==> src/rtl/sync_cntr_monitor.sv <==
// Sequence checker for a 3-bit up-counter: step/hold/error classification, wrap and stall reporting.
// Optional saturating error counter enabled by defining SYNC_CNTR_MON_ERRCNT_EN.
module sync_cntr_monitor #(
  parameter int STALL_LIMIT = 4,
  parameter int ERR_CNT_W   = 8
) (
  input  logic                 clk,
  input  logic                 clear_n,
  input  logic [2:0]           q,
  output logic                 wrap_pulse,
  output logic [7:0]           wrap_count,
  output logic                 err,
  output logic [ERR_CNT_W-1:0] err_count,
  output logic                 stall,
  output logic [1:0]           state
);

  typedef enum logic [1:0] {
    ST_SYNC    = 2'd0,
    ST_LOCKED  = 2'd1,
    ST_STALLED = 2'd2
  } state_e;

  localparam logic [4:0] STALL_LIM_C = 5'(STALL_LIMIT);

  state_e      state_q, state_d;
  logic [2:0]  prev_q, prev_d;
  logic [3:0]  run_q, run_d;
  logic        wrap_pulse_q, wrap_pulse_d;
  logic [7:0]  wrap_count_q, wrap_count_d;
  logic        err_q, err_d;
  logic        stall_q;

  logic [2:0]  prev_inc;
  logic [4:0]  run_inc;
  logic        is_step;
  logic        is_hold;
  logic        checking;

  assign prev_inc = prev_q + 3'd1;
  assign run_inc  = {1'b0, run_q} + 5'd1;
  assign is_step  = (q == prev_inc);
  assign is_hold  = (q == prev_q);
  assign checking = (state_q == ST_LOCKED) || (state_q == ST_STALLED);

  always_comb begin
    state_d      = state_q;
    prev_d       = prev_q;
    run_d        = run_q;
    wrap_pulse_d = 1'b0;
    wrap_count_d = wrap_count_q;
    err_d        = err_q;
    case (state_q)
      ST_SYNC: begin
        prev_d  = q;
        run_d   = 4'd0;
        state_d = ST_LOCKED;
      end
      ST_LOCKED, ST_STALLED: begin
        if (is_step) begin
          prev_d  = q;
          run_d   = 4'd0;
          state_d = ST_LOCKED;
          if (prev_q == 3'd7) begin
            wrap_pulse_d = 1'b1;
            wrap_count_d = wrap_count_q + 8'd1;
          end
        end else if (is_hold) begin
          if (state_q == ST_STALLED) begin
            // run keeps counting while stalled but pins at its maximum
            run_d = (run_q == 4'd15) ? 4'd15 : run_inc[3:0];
          end else begin
            run_d = run_inc[3:0];
            if (run_inc == STALL_LIM_C) begin
              state_d = ST_STALLED;
            end
          end
        end else begin
          err_d   = 1'b1;
          prev_d  = q;
          run_d   = 4'd0;
          state_d = ST_LOCKED;
        end
      end
      default: begin
        state_d = ST_SYNC;
      end
    endcase
  end

  always_ff @(posedge clk) begin
    if (!clear_n) begin
      state_q      <= ST_SYNC;
      prev_q       <= 3'd0;
      run_q        <= 4'd0;
      wrap_pulse_q <= 1'b0;
      wrap_count_q <= 8'd0;
      err_q        <= 1'b0;
      stall_q      <= 1'b0;
    end else begin
      state_q      <= state_d;
      prev_q       <= prev_d;
      run_q        <= run_d;
      wrap_pulse_q <= wrap_pulse_d;
      wrap_count_q <= wrap_count_d;
      err_q        <= err_d;
      stall_q      <= (state_d == ST_STALLED);
    end
  end

`ifdef SYNC_CNTR_MON_ERRCNT_EN
  logic                 err_event;
  logic [ERR_CNT_W-1:0] err_count_q;

  assign err_event = checking && !is_step && !is_hold;

  // Saturates at all-ones rather than wrapping back to zero
  always_ff @(posedge clk) begin
    if (!clear_n) begin
      err_count_q <= '0;
    end else if (err_event && (err_count_q != '1)) begin
      err_count_q <= err_count_q + ERR_CNT_W'(1);
    end
  end

  assign err_count = err_count_q;
`else
  logic unused_checking;
  assign unused_checking = checking;
  assign err_count       = '0;
`endif

  assign wrap_pulse = wrap_pulse_q;
  assign wrap_count = wrap_count_q;
  assign err        = err_q;
  assign stall      = stall_q;
  assign state      = state_q;

endmodule

==> config.mk <==
export PLATFORM = sky130hd
export DESIGN_NAME = sync_cntr_monitor
export DESIGN_NICKNAME = d
export VERILOG_FILES = /design/src/rtl/sync_cntr_monitor.sv
export SDC_FILE = /design/constraint.sdc
export NUM_CORES = 1
export LEC_CHECK = 0
export CAP_MARGIN = 30
export CORE_MARGIN = 4
export CORE_UTILIZATION = 48
export DETAILED_ROUTE_END_ITERATION = 10
export PLACE_DENSITY = 0.78
export SKIP_CTS_REPAIR_TIMING = 1
export SLEW_MARGIN = 5
export SYNTH_ARGS = -nofsm -noshare
export SYNTH_HDL_FRONTEND = slang
export SYNTH_SLANG_ARGS = --single-unit
==> constraint.sdc <==
create_clock -name clk -period 4.8 [get_ports clk]
set_input_delay 1.44 -clock clk [delete_from_list [all_inputs] [get_ports clk]]
set_output_delay 1.44 -clock clk [all_outputs]
set_load 0.05 [all_outputs]
# Yosys cells after proc, flatten, opt, wreduce, memory -nomap -nowiden
# Cells that the tools add are included.
[word_totals]
regBits = 20
inputBits = 5
out_inout_bits = 21
wordCells = 42
[op_classes]
add_sub_neg = 3
eq_ne = 9
n_mux = 14
bitwise = 2
reduce_logical = 7
[ops]
columns = ["operator", "n"]
rows = [
  ["4-bit two-way mux", 4],
  ["3-bit AND reduction", 3],
  ["8-bit by 1-bit adder with 8-bit output (second input constant)", 1],
  ["2-bit two-way mux", 4],
  ["4-bit one-hot mux with 2 select lines", 1],
  ["3-bit equality test", 2],
  ["3-bit two-way mux", 2],
  ["3-bit one-hot mux with 2 select lines", 1],
  ["4-bit by 1-bit adder with 5-bit output (second input constant)", 1],
  ["5-bit by 3-bit equality test with 1-bit output (second input constant)", 1],
  ["2-bit equality test (second input constant)", 2],
  ["4-bit equality test (second input constant)", 1],
  ["2-bit one-hot mux with 2 select lines", 1],
  ["3-bit by 1-bit adder with 3-bit output (second input constant)", 1],
  ["3-bit equality test (second input constant)", 1],
  ["3-bit != test (second input constant)", 1],
  ["2-bit by 1-bit equality test with 1-bit output (second input constant)", 1],
  ["2-bit logical NOT", 1],
  ["1-bit NOT", 2],
  ["2-bit AND reduction", 1],
  ["2-bit nonzero test", 1],
  ["2-bit OR reduction", 1],
  ["1-bit two-way mux", 1],
]

# Longest topological paths before layout
[logic_depth]
depth_word = 8
ltp_mapped = 7
mapped_depth_nobuf = 6

# Least setup slack after synthesis
# No wires, ideal clock.
[synth_path]
path_type = "input to register"
start = "input q[0]"
end = "register wrap_count_q[7], in the netlist wrap_count[7]"
setup_ns = 0.070
t_arrival_ns = 2.463
required_time_ns = 4.730
path_slack_ns = 2.268
cell_stages = 4
n_path_buf = 0
path_cell_list = "xor2_1 > nand4b_1 > or4_1 > a21oi_1"
[synth_between]
elab_chain_cells = 2
[synth_lines]
columns = ["item", "line_no", "rtl"]
rows = [
  ["start: declaration", "9", "input logic [2:0] q,"],
  ["3-bit equality test", "42", "assign is_step = (q == prev_inc);"],
  ["3-bit AND reduction (no source line)", "n/a", ""],
  ["end signal: assignment", "105", "wrap_count_q <= wrap_count_d;"],
  ["end: declaration", "30", "logic [7:0] wrap_count_q, wrap_count_d;"],
]
# Every way passes these cells.
# A chain may end at the register's enable or synchronous reset.

# Worst setup path after layout
# Same ends and word-level chain as after synthesis.

==> run metrics <==
mux cell area share after synthesis=less than 1%; CP bufs+invs=1; reg2reg start=prev_q[0]$_SDFFE_PN0P_; Reg clk slew, reported paths=between 100 and 150 ps; io pins=26; H-tree depth=1; CP endpoint kind=flop; f_max=roughly 320 MHz; Slew Viols, Final=0; WP data arrival=around 3400 ps; pin count of the biggest net entering global routing=16; hold endpoint=wrap_count[7]$_SDFFE_PN0P_; reg2reg end=wrap_count[7]$_SDFFE_PN0P_; LEAKAGE=~0.48 nW; setup violators final=0; Worst Tran Pin Value=between 400 and 500 ps; Skew-Pair Late Insertion Delay=approximately 290 ps; grt ovf=0; Layout Nets=157; clock share of power=29.6%; DP HPWL=roughly 1500 um; maximum vdd drop=0.1606 mV; Critical Path RT=between 5000 and 6000 ps; Final min period=about 3200 ps; Clock Skews=~2.7 ps; slowest CP cell=or4_1; gr usage total=approximately an eighth; core area=~0.0020 mm^2; CTS tree=yes; drt drc=0; ys flop type=dfxtp_1; DR vias=between 900 and 1000; Synth Area in Simple Gates=between 20% and 30%; Layout area overhead=18.35%; vias in the first global route=845; register area share after synthesis=a little under two fifths; Vias/cell=about 5.4; Seq cells post-synth=20; final antenna-violating net count=0; PD cells=254.2 mW/mm^2; Die Ht=55.38 um; width of the die=about 55 um; Psw=roughly 0.000091 W; DIE AREA=0.003066 mm^2; Synth async-reset ratio=0%; largest family of logic cells by synthesized area=simple AND/OR/NAND/NOR gates; Synth Area in Adders=9.292%; Synth Area in Compound Gates=about 15%; Syn Std Cell Area=between 0.001 and 0.0015 mm^2; CTS max path bufs=2; share of layout cells above drive strength 1=under 10%; critical path class=input port to flop; EDFF count, synth=0; DR iter-0 viols=5; fin crit share=between 60 and 70%; Final Hold Viols=0; first-pass GRT wire length=~3400 um; Avg Inst Size Synth=approximately 8.6 um^2; crit-path leading delay family=simple AND/OR/NAND/NOR gates; Site Rows=16; synthesized instance count=roughly 130; Critical Path, Cell by Cell=clkdlybuf4s50_1, xor2_1, nand4b_1, or4_1, a21oi_1; HP Class=flop to flop; Comb pwr share=between 10% and 20%; WL final=around 2000 um; total power=about 0.00032 W; clk root buf=clkbuf_4; Rel. slew slack=66.63%; nature of the critical path startpoint=input port; initial antenna violation count=0; sw frac=between 20% and 30%; worst-path fanout max=15; Clock Sinks=20; Initial Util=between 50% and 60%; Reg power frac=53.6%; Pint=approximately 0.00023 W; filler instances=between 150 and 200; GP Congestion=around 0.83; Reg2Reg Depth=6; RSZ-0062 raised after global routing=false; DR pass1 iterations=4; min-delay src=wrap_count[7]$_SDFFE_PN0P_; mean routed wirelength per cell=11.65 um; Yosys warnings=0; Hold Crit Depth=2; CP max stage delay=640 ps; XOR/XNOR share of the synthesized area=just under 5%; setup TNS=0 ps; status=completed; Max Cap Violations=0; Num CTS Buffers=3; ant diodes=0; FF-to-FF setup slack=2450 ps; port buffer count=17; Util after Layout=around 62%; Yosys cell types=34
[cell type report]
cell class / instances / area (um^2) / area share [%]
Tap cell: 27 / 33.78 / 2.650
Multi-Input combinational cell: 96 / 611.8 / 47.99
Inverter: 6 / 22.52 / 1.766
Sequential cell: 20 / 400.4 / 31.40
Clock buffer: 4 / 36.28 / 2.846
Timing Repair Buffer: 17 / 170.2 / 13.35
[sequential cells by signal, summed over array words and instances (netlist names)]
name / cells
wrap_pulse: 1
stall: 1
prev_q: 3
wrap_count: 8
err: 1
state: 2
run_q: 4
[cells in the final DEF, fill, tap and decap left out, drive strengths merged, types with 2 or more instances in the layout]
master | synthesis | routed
a21oi | 10 | 10
a31oi | 2 | 2
and2 | 2 | 2
and4 | 2 | 2
clkbuf | 1 | 4
clkdlybuf4s50 | 0 | 17
conb | 1 | 8
dfxtp | 20 | 20
ha | 8 | 8
inv | 6 | 6
nand2 | 6 | 6
nand3 | 7 | 7
nor2 | 8 | 8
nor3 | 6 | 6
o21ai | 10 | 10
o31ai | 2 | 2
or3 | 4 | 4
or4 | 2 | 2
xnor2 | 4 | 4
xor2 | 2 | 2
[Yosys cell counts, drive strengths merged (2+ instances only)]
| master | count | share of area [%] |
|---|---|---|
| or4 | 2 | 1.4 |
| o21ai | 10 | 4.6 |
| a31oi | 2 | 1.2 |
| nor3 | 6 | 2.8 |
| nor2 | 8 | 2.8 |
| o31ai | 2 | 1.4 |
| nand2 | 6 | 2.1 |
| ha | 8 | 9.3 |
| buf | 9 | 6.0 |
| a21oi | 10 | 4.6 |
| inv | 6 | 2.1 |
| dfxtp | 20 | 37 |
| xnor2 | 4 | 3.3 |
| and2 | 2 | 1.2 |
| or3 | 4 | 2.3 |
| and4 | 2 | 1.6 |
| xor2 | 2 | 1.6 |
| nand3 | 7 | 3.3 |
[cell families after synthesis]
logic type	after synthesis
DFF	20
other	1
AOI/OAI and AO/OA	28
buffers and inverters	16
xor gates and xnor gates	6
and+or+nand+nor	45
adders and majority gates	8
muxes	1
[worst reg2reg max path, cell delays in order, from the launching register on]
cell      delay [ps]
dfxtp_1          360
ha_1             220
ha_1             290
xnor2_1          200
nand4b_1         440
or4_1            640
a21oi_1          140
[power by group through the flow]
stage	Sequential [W]	Combinational, W	Clock (W)
after floorplan	0.000183	0.0000404	0
after global placement	0.000177	0.0000538	0
after detailed placement	0.000177	0.0000543	0
after CTS	0.000174	0.0000545	0.000101
after global routing	0.000174	0.0000588	0.000104
final	0.000174	0.0000544	0.0000959
[stage by stage]
| step | instance area (um^2) | hold slack, ps | worst slack [ps] | cells |
|---|---|---|---|---|
| finish | 1275 | 489.7 | 1627 | 170 |
| global route | 1275 | 515.0 | 1448 | 170 |
| CTS | 1275 | 491.9 | 1618 | 170 |
| detailed placement | 1239 | 475.5 | 1297 | 166 |
| global placement | 1239 | 456.3 | 1357 | 166 |
| floorplan | 1104 | 460.8 | 2268 | 132 |
[worst max path at each step]
stage	start	end	cells after the start
2_1_floorplan	q[0]	wrap_count[7]$_SDFFE_PN0P_	4
3_3_place_gp	q[0]	wrap_count[7]$_SDFFE_PN0P_	5
3_5_place_dp	q[0]	wrap_count[7]$_SDFFE_PN0P_	5
4_1_cts	q[0]	wrap_count[7]$_SDFFE_PN0P_	5
5_1_grt	q[0]	wrap_count[7]$_SDFFE_PN0P_	5
6_report	q[0]	wrap_count[7]$_SDFFE_PN0P_	5
[layer usage]
metal	wire length [um]	global-route usage, %	share of wire [%]
met3	123	3.963	6.2
met4	26	5.903	1.3
met2	902	22.13	46
met5	0	0	0
met1	930	15.23	47
Power figures use the tool's default switching activity.
